<file path="config.mk">
export PLATFORM = sky130hd
export DESIGN_NAME = bootrom_read_port
export DESIGN_NICKNAME = d
export VERILOG_FILES = /design/src/rtl/bootrom_read_port.sv
export SDC_FILE = /design/constraint.sdc
export NUM_CORES = 1
export LEC_CHECK = 0
export BUFFER_PORTS_ARGS = -buffer_cell sky130_fd_sc_hd__buf_4
export CAP_MARGIN = 20
export CORE_MARGIN = 5
export CORE_UTILIZATION = 35
export DETAILED_ROUTE_END_ITERATION = 12
export HOLD_SLACK_MARGIN = 0.1
export PLACE_DENSITY = 0.58
export SYNTH_ARGS = -nofsm -noshare
export SYNTH_HDL_FRONTEND = slang
export SYNTH_SLANG_ARGS = --single-unit
export TNS_END_PERCENT = 1
</file>
<file path="constraint.sdc">
create_clock -name clock -period 5.9 [get_ports clock]
set_clock_uncertainty 0.2 [all_clocks]
set_input_delay 0.885 -clock clock [delete_from_list [all_inputs] [get_ports clock]]
set_output_delay 0.885 -clock clock [all_outputs]
set_load 0.02 [all_outputs]
</file>
<file path="src/rtl/bootrom_read_port.sv">
// Boot ROM read port: 2-cycle pipelined ROM reads with a 3-entry in-order response FIFO.
// Optional macro BOOTROM_READ_PORT_ALIGN_CHECK_EN flags misaligned requests as errors.
module bootrom_read_port #(
    parameter int ADDR_W = 13,
    parameter int SRC_W  = 4
) (
    input  logic              clock,
    input  logic              reset,
    input  logic              req_valid,
    output logic              req_ready,
    input  logic [ADDR_W-1:0] req_addr,
    input  logic [SRC_W-1:0]  req_source,
    output logic              resp_valid,
    input  logic              resp_ready,
    output logic [31:0]       resp_data,
    output logic [SRC_W-1:0]  resp_source,
    output logic              resp_error,
    output logic              rom_me,
    output logic              rom_oe,
    output logic [10:0]       rom_addr,
    input  logic [31:0]       rom_q
);

    logic              accept;
    logic              req_err;
    logic              push;
    logic              pop;

    logic              if_valid;
    logic [SRC_W-1:0]  if_src;
    logic              if_err;

    logic [31:0]       f_data [3];
    logic [SRC_W-1:0]  f_src  [3];
    logic              f_err  [3];
    logic [1:0]        wr_ptr;
    logic [1:0]        rd_ptr;
    logic [1:0]        count;

`ifdef BOOTROM_READ_PORT_ALIGN_CHECK_EN
    assign req_err = (req_addr[1:0] != 2'b00);
`else
    logic unused_addr_lsb;
    assign unused_addr_lsb = ^req_addr[1:0];
    assign req_err         = 1'b0;
`endif

    function automatic logic [1:0] ptr_inc(input logic [1:0] p);
        return (p == 2'd2) ? 2'd0 : p + 2'd1;
    endfunction

    // The in-flight slot counts against capacity so a push can never overflow the FIFO.
    assign req_ready = !reset && (({1'b0, count} + {2'b00, if_valid}) < 3'd3);
    assign accept    = req_valid && req_ready;
    assign rom_me    = accept && !req_err;
    assign rom_addr  = reset ? '0 : 11'(req_addr[ADDR_W-1:2]);
    assign rom_oe    = if_valid && !if_err;

    assign push = if_valid;
    assign pop  = resp_valid && resp_ready;

    assign resp_valid  = (count != 2'd0);
    assign resp_data   = resp_valid ? f_data[rd_ptr] : '0;
    assign resp_source = resp_valid ? f_src[rd_ptr]  : '0;
    assign resp_error  = resp_valid ? f_err[rd_ptr]  : 1'b0;

    always_ff @(posedge clock or posedge reset) begin
        if (reset) begin
            if_valid <= 1'b0;
            if_src   <= '0;
            if_err   <= 1'b0;
            wr_ptr   <= '0;
            rd_ptr   <= '0;
            count    <= '0;
            for (int unsigned i = 0; i < 3; i++) begin
                f_data[i] <= '0;
                f_src[i]  <= '0;
                f_err[i]  <= 1'b0;
            end
        end else begin
            if_valid <= accept;
            if (accept) begin
                if_src <= req_source;
                if_err <= req_err;
            end
            if (push) begin
                f_data[wr_ptr] <= if_err ? '0 : rom_q;
                f_src[wr_ptr]  <= if_src;
                f_err[wr_ptr]  <= if_err;
                wr_ptr         <= ptr_inc(wr_ptr);
            end
            if (pop) begin
                rd_ptr <= ptr_inc(rd_ptr);
            end
            case ({push, pop})
                2'b10:   count <= count + 2'd1;
                2'b01:   count <= count - 2'd1;
                default: count <= count;
            endcase
        end
    end

endmodule
</file>
==> impl_results.md <==
* Outcome: finished, final reports clean
* Hold Crit Class: register to register
* Wire per inst at 17.2 um
* Mux cell area share after synthesis at 29.9%
* Fillers at 1,499
* Initial Utilization at 35.3%
* Reg2reg end: f_data[3]$_DFFE_PP0P_
* First-pass GRT wire length at 22.1 mm
* Kind of start point of the critical path: register
* Hold_sp: f_err[0]$_DFFE_PP0P_
* Hold WS at 0.281 ns
* CTS tree: yes
* Max Buffers Root-to-Sink at 2
* Post-CTS Setup Bufs at 0
* H-tree Lvls at 4
* Cell area after synthesis at 5820 um2
* CP Max Fanout at 45
* Sink Count at 122
* Post-Syn Nets at 510
* Final min period at 3.41 ns
* R2R Setup Slk at 3.52 ns
* Num rows at 47
* Synth-to-Final Area Change at 27.4%
* Skew-Pair Late Insertion Delay at 0.41 ns
* Crit share post-route at 57.7%
* Yosys cell types at 29
* Vias per inst at 4.81
* Vias at 3,775
* PD cells at 638 nW/um2
* Total die area at 19,300 um2
* Die Height at 139 um
* Layout Utilization at 45.0%
* Register area at 3050 um2
* Yosys warnings at 0
* Crit. End Element: output pin
* Met3 Use GR at 4.52%
* Root buffer cell: clkbuf_16
* Worst Setup EP: resp_data[24]
* Xor/xnor share of the synthesized area at 0.451%
* Num CTS Buffers at 17
* First-pass DRT Iterations at 4
* GR Util met2 at 23.8%
* Largest area contributor in the netlist: dfrtp_1
* Residual DRC at 0
* Yosys reg bits at 122
* Final ANT Viol Nets at 0
* Slew headroom at 33.9%
* Complex-gate fraction of the synthesized area at 4.21%
* Seq/Total Area, Yosys at 52.5%
* Total core area at 16,500 um2
* Synth top area share at 52.5%
* Final Wtd Congestion at 0.716
* RSZ-0062 raised after global routing: no
* Gr ovfl total at 0
* Leak at 0.00341 uW
* CP required at 4.82 ns
* Met1 usage at 18.1%
* Synthesized instance count at 454
* GRT Max-Usage Layer: met2
* Worst Path Class, Setup: register to output pin
* Max Cap Violations at 0
* Pwr Total at 4730 uW
* Largest net degree at the start of global routing at 76
* Vias in the first global route at 4,169
* Worst EP arrival at 2.32 ns
* Final #Nets at 608
* Synth area leaders: dfrtp_1, mux2_2, mux2_4
* DRT Wirelength at 13.5 mm
* Post-Synth Adder-Cell Area at 0.645%
* Total Routing Usage GR at 14.5%
* CP startpoint: rd_ptr[1]$_DFFE_PP0P_
* Cell count of the worst reg-to-reg path at 4
* Multi-input gate area at 2570 um2
* I/O pin cnt at 105
* Worst slew pin tran at 0.989 ns
* Iter 0 DRT Violations at 117
* Layout cell share with drive strength beyond 1 at 52.2%
* Post-Synth Simple-Gate Area at 8.45%
* Post-CTS Hold Fix Bufs at 0
* Post-CTS sizing at 0
* ANT cells at 0
* Clk pin slew, worst setup/hold paths at 0.06 ns
* TNS Setup at 0 ns
* Detail Placement HPWL at 8.27 mm
* Count of final max-slew check failures at 0
* Final hold viol count at 0
* Maximum VDD drop at 0.375 mV
* Largest family of logic cells by synthesized area: multiplexers
* Final setup vio count at 0
* IO buf count at 102
* Avg Inst Size Synth at 12.8 um2
* R2R Path Start: if_valid$_DFF_PP0_
* Die Span X at 139 um
* F_max at 294 MHz
* Initial antenna violation count at 0
area by class of cell:
class,count,share of cell area (%)
clock buffers,21,6.48
clock inverters,11,2.24
inverters,6,0.337
multi-input cells,295,34.6
flip-flops and latches,122,41.2
well taps,220,3.71
repair buffers,110,11.4
how the worst min path moves through the flow:
stage                      endpoint  slack (ns)  cells past startpoint
3_5_place_dp   f_err[0]$_DFFE_PP0P_        0.28                      1
5_1_grt        f_err[0]$_DFFE_PP0P_        0.30                      1
4_1_cts        f_err[1]$_DFFE_PP0P_        0.29                      1
6_report       f_err[0]$_DFFE_PP0P_        0.28                      1
2_1_floorplan  f_err[0]$_DFFE_PP0P_        0.25                      1
3_3_place_gp   f_err[0]$_DFFE_PP0P_        0.27                      1
synthesized netlist by cell type:
cell      count
dfrtp_1     122
mux2_2       83
nand2_1      38
mux2i_1      37
a21oi_1      32
or2_2        32
mux2_4       29
nor2b_1      13
clkbuf_1     12
buf_2        10
nor2_1        7
buf_4         5
inv_1         5
o22a_1        5
buf_12        3
ha_1          3
a21o_1        2
and2_1        2
nor3_1        2
o21ai_0       2
xnor2_1       2
a211oi_1      1
a21o_2        1
buf_6         1
inv_2         1
nand3_1       1
nor3b_1       1
or3_1         1
xor2_1        1
registers in the layout, summed over array words and instances (netlist names):
name      count
wr_ptr        2
if_src        4
if_valid      1
f_src        12
rd_ptr        2
f_data       96
count         2
f_err         3
power breakdown:
| part | internal, uW | switching (uW) |
|---|---|---|
| logic | 1090 | 1030 |
| registers | 1260 | 233 |
| clock network | 749 | 372 |
| total | 3090 | 1640 |
worst max-delay path: stages (launching register included):
cell,delay [ns]
dfrtp_2,0.38
buf_4,0.64
mux2i_1,0.16
or2_2,0.30
a21oi_1,0.21
buf_4,0.19
per-layer routing:
layer | part of all wire (%) | wire [um]
met2 | 49 | 6560
met1 | 46 | 6170
met5 | 0 | 0
met3 | 4.7 | 633
met4 | 1.2 | 156
logic make-up (layout without fill, tap and decap cells):
family                   Yosys count  count (layout)
multiplexers                     149             149
AO/OA/AOI/OAI                     43              43
AND/OR/NAND/NOR                   97              97
buffers and inverters             37             148
flip-flops                       122             122
XOR/XNOR                           3               3
adder cells (fa/ha/maj)            3               3
layout by cell type, fill, tap and decap left out, types with 3 or more instances in the layout:
| cell | n |
|---|---|
| clkinv_2 | 3 |
| clkbuf_16 | 17 |
| bufinv_16 | 4 |
| o22a_1 | 5 |
| mux2i_1 | 37 |
| nand2_1 | 38 |
| mux2_4 | 29 |
| inv_1 | 4 |
| nor2_1 | 6 |
| or2_2 | 32 |
| buf_4 | 109 |
| mux2_2 | 83 |
| clkinvlp_4 | 3 |
| dfrtp_1 | 121 |
| ha_1 | 3 |
| nor2b_1 | 12 |
| clkbuf_8 | 4 |
| a21oi_1 | 32 |
through the flow:
step | setup WS, ns | instances | instance area [um2]
after floorplan | 1.37 | 454 | 5820
after global placement | 2.91 | 752 | 6740
after detailed placement | 2.94 | 753 | 6770
after CTS | 2.47 | 785 | 7410
after global routing | 2.36 | 785 | 7410
final | 2.49 | 785 | 7410
Power figures use the tool's default switching activity.
